$ cat config.mk
export PLATFORM = sky130hd
export DESIGN_NAME = serial_adder_ctrl
export DESIGN_NICKNAME = d
export VERILOG_FILES = /design/src/rtl/serial_adder_ctrl.sv
export SDC_FILE = /design/constraint.sdc
export NUM_CORES = 1
export LEC_CHECK = 0
export ABC_AREA = 1
export BUFFER_PORTS_ARGS = -buffer_cell sky130_fd_sc_hd__buf_2
export CELL_PAD_IN_SITES_DETAIL_PLACEMENT = 1
export CELL_PAD_IN_SITES_GLOBAL_PLACEMENT = 1
export CORE_ASPECT_RATIO = 1.4
export CORE_UTILIZATION = 30
export DETAILED_ROUTE_END_ITERATION = 6
export PLACE_DENSITY = 0.71
export SLEW_MARGIN = 20
export SYNTH_ARGS = -nofsm -noshare
export SYNTH_HDL_FRONTEND = slang
export SYNTH_SLANG_ARGS = --single-unit
$ cat constraint.sdc
create_clock -name clk -period 1.7 [get_ports clk]
set_input_delay 0.17 -clock clk [delete_from_list [all_inputs] [get_ports clk]]
set_output_delay 0.17 -clock clk [all_outputs]
set_load 0.01 [all_outputs]
$ cat src/rtl/serial_adder_ctrl.sv
// Bit-serial adder sequencer: one shared full-adder cell, one bit per clock, LSB first.
module serial_adder_ctrl #(
  parameter int unsigned WIDTH = 8,
  parameter int unsigned CNT_W = 5
) (
  input  logic             clk,
  input  logic             rst,
  input  logic             start,
  input  logic [WIDTH-1:0] a,
  input  logic [WIDTH-1:0] b,
  input  logic             cin,
  output logic             busy,
  output logic             done,
  output logic [WIDTH-1:0] sum,
  output logic             cout
);

  typedef enum logic [1:0] {
    IDLE = 2'd0,
    RUN  = 2'd1,
    DONE = 2'd2
  } state_t;

  state_t           state;
  state_t           state_nxt;
  logic [WIDTH-1:0] a_sr;
  logic [WIDTH-1:0] b_sr;
  logic             carry;
  logic [CNT_W-1:0] count;

  logic             fa_sum_c;
  logic             fa_cout_c;
  logic             last_c;

  // Shared full-adder cell operating on the current LSBs and the carry flop
  assign fa_sum_c  = a_sr[0] ^ b_sr[0] ^ carry;
  assign fa_cout_c = (a_sr[0] & b_sr[0]) | (a_sr[0] & carry) | (b_sr[0] & carry);
  assign last_c    = (count == CNT_W'(WIDTH - 1));

  // State register
  always_ff @(posedge clk) begin
    if (rst) begin
      state <= IDLE;
    end else begin
      state <= state_nxt;
    end
  end

  // Next-state logic
  always_comb begin
    state_nxt = state;
    unique case (state)
      IDLE: begin
        if (start) begin
          state_nxt = RUN;
        end
      end
      RUN: begin
        if (last_c) begin
          state_nxt = DONE;
        end
      end
      DONE: begin
        state_nxt = IDLE;
      end
      default: begin
        state_nxt = IDLE;
      end
    endcase
  end

  // Status flags registered from the next state so they line up with the FSM
  always_ff @(posedge clk) begin
    if (rst) begin
      busy <= 1'b0;
      done <= 1'b0;
    end else begin
      busy <= (state_nxt != IDLE);
      done <= (state_nxt == DONE);
    end
  end

  // Operand capture, serial shift datapath and result registers
  always_ff @(posedge clk) begin
    if (rst) begin
      a_sr  <= '0;
      b_sr  <= '0;
      carry <= 1'b0;
      count <= '0;
      sum   <= '0;
      cout  <= 1'b0;
    end else begin
      unique case (state)
        IDLE: begin
          if (start) begin
            a_sr  <= a;
            b_sr  <= b;
            carry <= cin;
            count <= '0;
          end
        end
        RUN: begin
          a_sr  <= a_sr >> 1;
          b_sr  <= b_sr >> 1;
          carry <= fa_cout_c;
          sum   <= {fa_sum_c, sum[WIDTH-1:1]};
          count <= count + CNT_W'(1);
          if (last_c) begin
            cout <= fa_cout_c;
          end
        end
        default: begin
        end
      endcase
    end
  end

endmodule

[After elaboration in Yosys (flattened, before gate mapping)]
Cells that the tools add are included.
Word-level totals
  bits of input ports: 20
  output and inout bits: 11
  word-level logic and storage cells: 37
  register bits after elaboration: 35
Cells by class
  multiplexer cells: 11
  reduce and logical (&&, ||, !) cells: 5
  add/sub/neg operators: 1
  equal/unequal tests: 4
  bitwise logic cells: 7
Operator list (number)
  one-hot mux 8 bit (2 select lines): 2
  two-way mux 8 bit: 2
  one-hot mux 5 bit (2 select lines): 1
  adder 5 x 1 -> 5 bit, second input constant: 1
  == test 5 x 3 -> 1 bit, second input constant: 1
  two-way mux 5 bit: 1
  two-way mux 2 bit: 2
  one-hot mux 2 bit (2 select lines): 1
  AND reduction 2 bit: 2
  nonzero test 2 bit: 2
  bitwise AND 1 bit: 3
  == test 2 x 1 -> 1 bit, second input constant: 1
  == test 2 bit, second input constant: 1
  zero test 2 bit: 1
  inequality test 2 bit, second input constant: 1
  OR 1 bit: 2
  one-hot mux 1 bit (2 select lines): 1
  XOR 1 bit: 2
  two-way mux 1 bit: 1

[Logic depth before layout (Yosys ltp)]
Gate-level depths: netlist of the first run.
  depth in word-level cells: 4
  depth in mapped cells: 7

[Least setup slack after synthesis of the first run]
Ideal clock, no wire load.
  path type: reg-to-reg
  from: reg a_sr[0]
  to: reg sum[7]
  data arrival time: 953 ps
  setup time: 116 ps
  cell stages (with the launch flop): 4
  path slack: 631 ps
  required time: 1584 ps
  cell sequence: dfxtp_1 -> fa_1 -> o21ai_0 -> nor2_1
Between the ends
  cells in the longest elaborated chain, start to end: 2
Ends and longest elaborated chain
  start: declaration: line 26  | logic [WIDTH-1:0] a_sr;
  start signal: assignment: line 103  | a_sr <= a_sr >> 1;
  XOR 1 bit (2 in a row): line 36  | assign fa_sum_c = a_sr[0] ^ b_sr[0] ^ carry;
  net fa_sum_c: line 31  | logic fa_sum_c;
  end signal: assignment: line 106  | sum <= {fa_sum_c, sum[WIDTH-1:1]};
  end: declaration: line 14  | output logic [WIDTH-1:0] sum,
The timed path passes the listed nets, and every way through them passes these cells.
A chain may end at the register's enable or synchronous reset.

[Worst setup path in the final report of the first run]
  from: reg state[0]
  to: reg cout
Between the ends
  cells in the longest elaborated chain, start to end: 2
Ends and longest elaborated chain
  start: declaration: line 24  | state_t state;
  start signal: assignment: line 45  | state <= state_nxt;
  == test 2 x 1 -> 1 bit: line 93  | unique case (state)
  AND reduction 2 bit (no source line)
  end signal: assignment: line 109  | cout <= fa_cout_c;
  end: declaration: line 15  | output logic cout
Every way passes these cells.

==> flow_metrics.py, run 1 <==
metrics = {
    "outcome": {
        "status": "completed",
    },
    "setup_path": {
        "crit_family": "simple AND/OR/NAND/NOR gates",
        "rrSetupSlack_ps": 480,
        "worstSetupStartpoint": "state[0]",
        "crit_path_max_fanout": 20,
        "endpoint": "cout",
        "rr_worst_depth": 6,
        "crit_slowest_cell": "dfxtp_1",
        "path_class": "reg2reg",
        "path_buf_inv": 2,
        "critical_path_cell_count": 6,
        "end_kind": "register",
        "cp_data_required_time_ps": 1870,
        "cpMostUsedCell": "nand3_1",
        "reg2reg_to": "cout",
        "cp_cell_sequence": "inv_1 > nor2_2 > buf_4 > nand3_1 > nand3_1 > nand2_1",
        "timing.rr.start": "state[0]",
        "startpoint_type": "register",
        "arrival_ps": 1400,
        "max_stage_delay_ps": 370,
    },
    "logic_synthesis": {
        "synthTopCellsByCount": "nand2_1, nor2_1, nand3_1, dfxtp_1, inv_1",
        "synthesis.area_um2": 1546,
        "syn_avg_cell_area_um2": 6.724,
        "synth_xor_area_share_pct": 0,
        "synth_compound_area_share_pct": 5.502,
        "synth_top_family_by_area": "simple AND/OR/NAND/NOR gates",
        "ys_ff_latch": 35,
        "yosysWarningCount": 0,
        "synthAdderAreaFrac_pct": 2.104,
        "synth_seq_area_share_pct": 45.31,
        "ys_types": 15,
        "yosys.area_share.simple_pct": 37.06,
        "ys.flop_type": "dfxtp_1",
        "synth_edf_count": 0,
        "muxShareOfSynthArea_pct": 0,
        "synth_area_leaders": "dfxtp_1, nand2_1, nand3_1, nor2_1, inv_1",
        "yosysMostFrequentCell": "nand2_1",
        "synth_cells": 230,
        "yosysTopAreaCellShare_pct": 45.31,
        "synth-async-reset-ratio_pct": 0,
        "mappedNetlistNets": 252,
        "yosysTopAreaCell": "dfxtp_1",
    },
    "power": {
        "leakage_nw": 0.9081,
        "p_int_mw": 1.333,
        "finalPower_mw": 1.802,
        "clockPowerShare_pct": 36.7,
        "peakVddDrop_v": 0.0004357,
        "sequentialPowerShare_pct": 49.8,
        "power_density_nw_per_um2": 970.4,
        "p_comb_share_pct": 13.4,
        "netSwitchingFraction_pct": 26.05,
        "p_sw_mw": 0.4693,
    },
    "cts": {
        "clkSlewWorstSetupHoldPaths_ps": 70,
        "holdBufCountCts": 0,
        "cts_buffers": 5,
        "cts_max_level": 2,
        "post_cts_resized": 0,
        "cts_tree": "done",
        "clockRootBuffer": "clkbuf_8",
        "clock-sinks": 35,
        "clock_latency_ps": 280,
        "cts_setup_buffers": 0,
        "clk_path_buf_depth": 2,
    },
    "timing": {
        "final-hold-violation-count": 0,
        "final_max_slew_viol_count": 0,
        "max_freq_mhz": 817.0,
        "tns_ps": 0,
        "whs_ps": 134.2,
        "rsz0062_at_grt": "false",
        "finalCritPeriodShare_pct": 72.00,
        "min_period_ps": 1224,
        "tightest_slew_ps": 575.8,
        "skew_ps": 5.456,
        "slew_headroom_pct": 61.57,
        "finalSetupViolCount": 0,
    },
    "global_route": {
        "track_usage_pct": 15.19,
        "grt_max_degree": 22,
        "first_global_vias": 1461,
        "antenna_found_initial": 0,
        "gr-total-overflow": 0,
        "grt_pass1_wl_um": 6499,
    },
    "place": {
        "hpwl_um": 2691,
        "postPlaceCellArea_um2": 1757,
        "gp_congestion": 0.6895,
        "dpl.cell_count": 317,
        "portBuffers": 30,
    },
    "routing": {
        "drtPass1Iterations": 4,
        "num_vias": 1515,
        "final_antenna_net_count": 0,
        "viasPerCell": 4.662,
        "drtIter0Drc": 60,
        "drt_wl_total_um": 3694,
        "drc": 0,
        "wl_per_cell_um": 11.37,
    },
    "cells_and_area": {
        "fin_cells": 325,
        "drive_above_1_share_pct": 17.62,
        "nFillCells": 660,
        "seqCellArea_um2": 700.7,
        "syn_to_final_growth_pct": 20.06,
        "multi_input_area_um2": 690.7,
        "antennaDiodeCount": 0,
        "fin_nets": 282,
        "fin_area_um2": 1857,
    },
    "job": {
        "cap_violations": 0,
    },
    "floorplan": {
        "core_area_um2": 4917,
        "die_area_um2": 5450,
        "num_rows": 30,
        "io-pin-count": 31,
        "start_util_pct": 31.45,
        "fp.dieW_um": 62.68,
        "die_height_um": 86.95,
    },
    "min_path": {
        "hold_class": "in2reg",
    },
}
-- worst min-delay path by stage --
stage	from	endpoint	slack, ps	cells past startpoint
2_1_floorplan	a[7]	a_sr[7]	310	2
3_3_place_gp	a[7]	a_sr[7]	430	3
3_5_place_dp	a[7]	a_sr[7]	430	3
4_1_cts	a[7]	a_sr[7]	130	3
5_1_grt	a[7]	a_sr[7]	140	3
6_report	a[7]	a_sr[7]	130	3
-- power groups by stage --
stage,logic [mW],registers [mW],clock network (mW)
6_report,0.242,0.898,0.662
5_1_grt,0.279,0.905,0.713
4_1_cts,0.248,0.899,0.684
3_5_place_dp,0.247,0.918,0
3_3_place_gp,0.241,0.917,0
2_1_floorplan,0.154,0.920,0
-- sequential cells by signal (all words and copies together) (netlist names) --
signal and count:
a_sr 8, b_sr 8, busy 1, carry 1, count 5, cout 1
done 1, state 2, sum 8
-- placed cells by master (no fill, tap or decap) --
| cell | count |
|---|---|
| fa_1 | 1 |
| nor2_2 | 2 |
| inv_2 | 1 |
| ha_1 | 1 |
| buf_2 | 30 |
| o21ai_0 | 10 |
| buf_4 | 6 |
| nand2_1 | 51 |
| a21oi_1 | 7 |
| dfxtp_1 | 35 |
| nor2_1 | 49 |
| clkbuf_8 | 7 |
| clkbuf_1 | 1 |
| nand3_1 | 37 |
| inv_1 | 23 |
-- logic make-up (layout without fill, tap and decap cells) --
kind of cell	Yosys count	in the layout
and+or+nand+nor	139	139
buffers and inverters	37	68
DFF	35	35
AOI/OAI and AO/OA	17	17
adders and majority gates	2	2
-- final cells by class --
type | instances | area share (%)
multi-input cells | 158 | 37.20
repair buffers | 36 | 10.51
flip-flops and latches | 35 | 37.74
clock buffers | 8 | 5.391
inverters | 24 | 4.852
well taps | 64 | 4.313
-- worst reg2reg max path, stage by stage, from the launching register on --
cell and delay, ps:
dfxtp_1 370, inv_1 60, nor2_2 100, buf_4 250, nand3_1 170, nand3_1 100, nand2_1 60
-- through the flow --
stage | setup WS, ps | utilization [%]
global route | 375.4 | 37.76
global placement | 449.3 | 35.73
floorplan | 631.2 | -
finish | 476.1 | 37.76
detailed placement | 408.2 | 35.73
CTS | 450.8 | 37.76
-- layer usage --
metal | vias up | routed length, µm | global-route usage [%]
met5 | - | 0 | 0
li1 | 771 | - | -
met1 | 714 | 1667 | 16.41
met2 | 25 | 1875 | 29.05
met3 | 5 | 108 | 3.534
met4 | 0 | 42 | 4.440
Note: power is estimated with default switching activity, not from simulation.
==> run 2, diff against run 1 <==
--- a/config.mk
+++ b/config.mk
@@ -12,7 +12,7 @@
 export CORE_ASPECT_RATIO = 1.4
 export CORE_UTILIZATION = 30
 export DETAILED_ROUTE_END_ITERATION = 6
-export PLACE_DENSITY = 0.71
+export PLACE_DENSITY = 0.74
 export SLEW_MARGIN = 20
 export SYNTH_ARGS = -nofsm -noshare
 export SYNTH_HDL_FRONTEND = slang
==> constraint.sdc (replaced) <==
create_clock -name clk -period 1.01 [get_ports clk]
set_input_delay 0.101 -clock clk [delete_from_list [all_inputs] [get_ports clk]]
set_output_delay 0.101 -clock clk [all_outputs]
set_load 0.01 [all_outputs]
==> flow_metrics.py, run 2 (same netlist as run 1, synthesis figures left out) <==
metrics = {
    "power": {
        "sequentialPowerShare_pct": 50.5,
        "p_sw_mw": 0.8291,
        "netSwitchingFraction_pct": 27.51,
        "finalPower_mw": 3.014,
        "p_comb_share_pct": 17.5,
        "p_int_mw": 2.185,
        "leakage_nw": 1.006,
        "power_density_nw_per_um2": 1446,
        "peakVddDrop_v": 0.0006476,
        "clockPowerShare_pct": 32.0,
    },
    "place": {
        "gp_congestion": 0.7347,
        "hpwl_um": 2808,
        "postPlaceCellArea_um2": 1857,
        "portBuffers": 30,
        "dp_slack_ps": -118.6,
    },
    "cts": {
        "cts_max_level": 2,
        "cts_buffers": 5,
        "clockRootBuffer": "clkbuf_8",
        "clock-sinks": 35,
        "cts_tree": "done",
        "clk_path_buf_depth": 2,
        "clkSlewWorstSetupHoldPaths_ps": 70,
        "clock_latency_ps": 290,
        "holdBufCountCts": 0,
    },
    "cells_and_area": {
        "post-route-util_pct": 42.39,
        "final_cell_mix": "nor2_1, nand3_1, nand2_1, buf_2, dfxtp_1",
        "layout_commonest_cell": "nor2_1",
        "top_regs": "a_sr x8, b_sr x8, sum x8",
        "fin_nets": 292,
        "antennaDiodeCount": 0,
        "drive_above_1_share_pct": 32.47,
        "fin_area_um2": 2085,
        "syn_to_final_growth_pct": 34.79,
    },
    "floorplan": {
        "io-pin-count": 31,
        "die_area_um2": 5450,
        "core_area_um2": 4917,
        "die_height_um": 86.95,
        "fp.dieW_um": 62.68,
        "start_util_pct": 31.45,
        "num_rows": 30,
    },
    "global_route": {
        "track_usage_pct": 16.91,
        "gr-total-overflow": 0,
        "grt_pass1_wl_um": 7031,
        "first_global_vias": 1500,
        "grt_max_degree": 22,
        "antenna_found_initial": 0,
    },
    "routing": {
        "final_antenna_net_count": 0,
        "drtPass1Iterations": 4,
        "num_vias": 1537,
        "viasPerCell": 4.588,
        "drt_wl_total_um": 4042,
        "drc": 0,
        "drtIter0Drc": 39,
        "wl_per_cell_um": 12.07,
    },
    "outcome": {
        "status": "finished, violations left",
        "violations": "setup timing",
    },
    "timing": {
        "skew_ps": 9.741,
        "max_freq_mhz": 901.1,
        "finalCritPeriodShare_pct": 109.9,
        "final_max_slew_viol_count": 0,
        "slew_headroom_pct": 83.60,
        "tightest_slew_ps": 245.1,
        "min_period_ps": 1110,
        "rsz0062_at_grt": "true",
        "finalWorstSetupSlack_ps": -99.79,
        "final-hold-violation-count": 0,
        "finalSetupViolCount": 21,
    },
    "setup_path": {
        "crit_path_max_fanout": 2,
        "startpoint_type": "register",
        "arrival_ps": 1340,
        "path_class": "reg2reg",
        "rrSetupSlack_ps": -100,
        "end_kind": "register",
        "cp_data_required_time_ps": 1240,
    },
    "min_path": {
        "hold_class": "in2reg",
    },
    "job": {
        "cap_violations": 0,
    },
}
-- run 2: cell count changes in the layout (fill, tap and decap cells not counted), moves of 3 or more --
cell | before | now
nor2_1 | 49 | 46
inv_1 | 23 | 20
nand2_1 | 51 | 35
buf_6 | 0 | 6
buf_12 | 0 | 3
dfxtp_2 | 0 | 4
dfxtp_1 | 35 | 29
nand2_2 | 0 | 14
-- run 2: critical path, stage by stage, from the launching register on --
cell     delay, ps
dfxtp_2        340
fa_2           560
o21ai_1         60
nor2_1         100
-- run 2: what timing repair did --
action / CTS / global route
setup endpoints to repair: 31 / 32
cloned: 1 / 0
resized for setup: 33 / 14
setup buffers: 0 / 1
pin swaps: 11 / 7
-- run 2: area by class of cell --
type | count | area [µm²]
clock buffers | 7 | 76.32
clock inverters | 1 | 5.005
fillers | 655 | 2833
inverters | 24 | 92.59
multi-input cells | 158 | 787.0
flip-flops and latches | 35 | 713.2
well taps | 64 | 80.08
repair buffers | 46 | 330.3
-- run 2: per-stage QoR --
| step | TNS [ps] | std cells | hold slack [ps] |
|---|---|---|---|
| after global placement | -836.0 | 325 | 359.0 |
| final | -575.5 | 335 | 59.94 |
| after CTS | -1023 | 334 | 54.49 |
| after floorplan | -42.99 | 230 | 243.8 |
| after detailed placement | -1884 | 325 | 367.9 |
| after global routing | -2711 | 335 | 69.52 |
-- run 2: final timing paths --
kind | from | end | cells past startpoint
min reg2reg | cout | cout | 2
max reg2reg | b_sr[0] | sum[7] | 3
min | a[7] | a_sr[7] | 3
max | b_sr[0] | sum[7] | 3
-- run 2: power by group through the flow --
| stage | Clock, mW | Sequential, mW | Combinational, mW |
|---|---|---|---|
| floorplan | 0 | 1.55 | 0.264 |
| global placement | 0 | 1.54 | 0.462 |
| detailed placement | 0 | 1.54 | 0.473 |
| CTS | 1.01 | 1.52 | 0.510 |
| global route | 1.06 | 1.53 | 0.596 |
| finish | 0.965 | 1.52 | 0.528 |
-- run 2: routing by layer --
layer / track usage (%) / wire [µm]
met2: 30.14 / 2129
met5: 0 / 0
met1: 19.24 / 1714
met4: 8.245 / 68
met3: 3.272 / 129
==> run 3, diff against run 2 <==
--- a/config.mk
+++ b/config.mk
@@ -5,14 +5,14 @@
 export SDC_FILE = /design/constraint.sdc
 export NUM_CORES = 1
 export LEC_CHECK = 0
-export ABC_AREA = 1
+export ABC_AREA = 0
 export BUFFER_PORTS_ARGS = -buffer_cell sky130_fd_sc_hd__buf_2
 export CELL_PAD_IN_SITES_DETAIL_PLACEMENT = 1
 export CELL_PAD_IN_SITES_GLOBAL_PLACEMENT = 1
 export CORE_ASPECT_RATIO = 1.4
 export CORE_UTILIZATION = 30
 export DETAILED_ROUTE_END_ITERATION = 6
-export PLACE_DENSITY = 0.74
+export PLACE_DENSITY = 0.71
 export SLEW_MARGIN = 20
 export SYNTH_ARGS = -nofsm -noshare
 export SYNTH_HDL_FRONTEND = slang
==> flow_metrics.py, run 3 <==
metrics = {
    "cts": {
        "cts_max_level": 2,
        "clk_path_buf_depth": 2,
        "clockRootBuffer": "clkbuf_8",
        "clock_latency_ps": 290,
        "cts_tree": "done",
        "clock-sinks": 35,
        "clkSlewWorstSetupHoldPaths_ps": 70,
        "holdBufCountCts": 0,
        "cts_buffers": 5,
    },
    "logic_synthesis": {
        "synth_seq_area_share_pct": 49.91,
        "ys_ff_latch": 35,
        "synth_cells": 158,
        "synthTopCellsByCount": "dfxtp_1, nand2_1, nor2_1, a211oi_1, o22ai_1",
        "yosysTopAreaCell": "dfxtp_1",
        "yosysMostFrequentCell": "dfxtp_1",
        "synth_area_leaders": "dfxtp_1, a211oi_1, o22ai_1, nand2_1, nor2_1",
        "yosysTopAreaCellShare_pct": 49.91,
        "ys.flop_type": "dfxtp_1",
        "synth-async-reset-ratio_pct": 0,
        "ys_types": 28,
        "synth_edf_count": 0,
        "syn_avg_cell_area_um2": 8.885,
        "yosysWarningCount": 0,
        "synthesis.area_um2": 1404,
        "mappedNetlistNets": 180,
    },
    "outcome": {
        "violations": "setup timing",
        "status": "finished, violations left",
    },
    "timing": {
        "finalWorstSetupSlack_ps": -263.4,
        "finalSetupViolCount": 34,
        "final_max_slew_viol_count": 0,
        "final-hold-violation-count": 0,
        "skew_ps": 7.985,
        "tns_ps": -5468,
        "rsz0062_at_grt": "true",
        "finalCritPeriodShare_pct": 126.1,
        "max_freq_mhz": 785.3,
        "tightest_slew_ps": 243.0,
        "min_period_ps": 1273,
        "slew_headroom_pct": 83.80,
    },
    "routing": {
        "viasPerCell": 5.148,
        "num_vias": 1426,
        "drt_wl_total_um": 4948,
        "drtIter0Drc": 21,
        "final_antenna_net_count": 0,
        "wl_per_cell_um": 17.86,
        "drc": 0,
        "drtPass1Iterations": 4,
    },
    "place": {
        "portBuffers": 30,
        "hpwl_um": 2890,
        "gp_congestion": 0.8704,
    },
    "floorplan": {
        "start_util_pct": 31.20,
        "core_area_um2": 4499,
        "fp.dieW_um": 59.82,
        "die_area_um2": 4961,
        "num_rows": 29,
        "die_height_um": 82.94,
        "io-pin-count": 31,
    },
    "global_route": {
        "antenna_found_initial": 0,
        "first_global_vias": 1578,
        "grt_pass1_wl_um": 7810,
        "track_usage_pct": 21.40,
        "gr-total-overflow": 0,
        "grt_max_degree": 16,
    },
    "job": {
        "cap_violations": 0,
    },
    "setup_path": {
        "path_class": "reg2reg",
        "startpoint_type": "register",
        "crit_path_max_fanout": 3,
        "cp_data_required_time_ps": 1190,
        "arrival_ps": 1450,
        "end_kind": "register",
    },
    "power": {
        "leakage_nw": 0.9828,
        "peakVddDrop_v": 0.0005888,
        "power_density_nw_per_um2": 1293,
    },
    "cells_and_area": {
        "antennaDiodeCount": 0,
        "nFillCells": 499,
        "fin_nets": 236,
        "layout_commonest_cell": "buf_2",
        "final_cell_mix": "buf_2, dfxtp_1, a211oi_2, nand2_1",
        "drive_above_1_share_pct": 71.16,
        "syn_to_final_growth_pct": 78.16,
        "post-route-util_pct": 55.59,
        "top_regs": "a_sr x8, b_sr x8, sum x8",
    },
    "min_path": {
        "hold_class": "in2reg",
    },
}
[run 3: critical path, stage by stage, from the launching register on]
cell and delay, ps:
dfxtp_2 360, ha_4 160, nand2_2 60, or4_4 450
mux2i_1 140
[run 3: final timing paths]
check / from / endpoint / slack [ps] / cells after the start
worst max-delay path: count[0] / cout / -260 / 4
worst max register to register: count[0] / cout / -260 / 4
worst min-delay path: a[7] / a_sr[7] / 80 / 3
worst min register to register: sum[2] / sum[1] / 480 / 2
[run 3: metal layers]
metal  vias to the layer above  global-route usage [%]  wire [µm]
li1                        678                       -          -
met1                       710                   22.92       1900
met2                        30                   38.69       2843
met3                         8                   4.517        128
met4                         0                   8.668         76
met5                         -                       0          0
[run 3: area by class of cell]
class / instances / area [µm²] / share of cell area, %
clock buffers: 7 / 76.32 / 3.052
clock inverters: 1 / 5.005 / 0.2001
repair buffers: 61 / 539.3 / 21.56
inverters: 2 / 7.507 / 0.3001
well taps: 62 / 77.57 / 3.102
flip-flops and latches: 35 / 716.9 / 28.66
multi-input cells: 109 / 1079 / 43.12
[run 3: metrics by stage]
stage | setup WS [ps] | hold slack (ps) | area [µm²] | power (mW) | instances
6_report | -263.4 | 81.44 | 2501 | 3.233 | 277
5_1_grt | -306.6 | 71.70 | 2501 | 3.373 | 277
4_1_cts | -239.7 | 48.21 | 2228 | 3.104 | 273
3_5_place_dp | -261.3 | 358.8 | 1807 | 1.942 | 259
3_3_place_gp | -203.3 | 361.5 | 1807 | 1.910 | 259
2_1_floorplan | -195.9 | 249.3 | 1430 | 1.755 | 158
[run 3: what timing repair did]
item                       4_1_cts  5_1_grt
setup buffers                    6        4
pin swaps                       24       34
setup endpoints to repair       35       34
gates resized for setup         60       60
cloned                           1        0
[run 3: cell families after synthesis]
family | count (synthesis) | share of synthesized area [%]
AOI/OAI and AO/OA | 49 | 23.71
adders and majority gates | 2 | 2.317
buffers and inverters | 14 | 5.169
DFF | 35 | 49.91
muxes | 1 | 0.7130
and+or+nand+nor | 57 | 18.18
[run 3: power breakdown]
| group | switching, mW | internal [mW] | leakage [nW] | total [mW] |
|---|---|---|---|---|
| Sequential | 0.0864 | 1.45 | 0.291 | 1.54 |
| Clock | 0.504 | 0.484 | 0.0422 | 0.987 |
| Combinational | 0.336 | 0.368 | 0.650 | 0.704 |
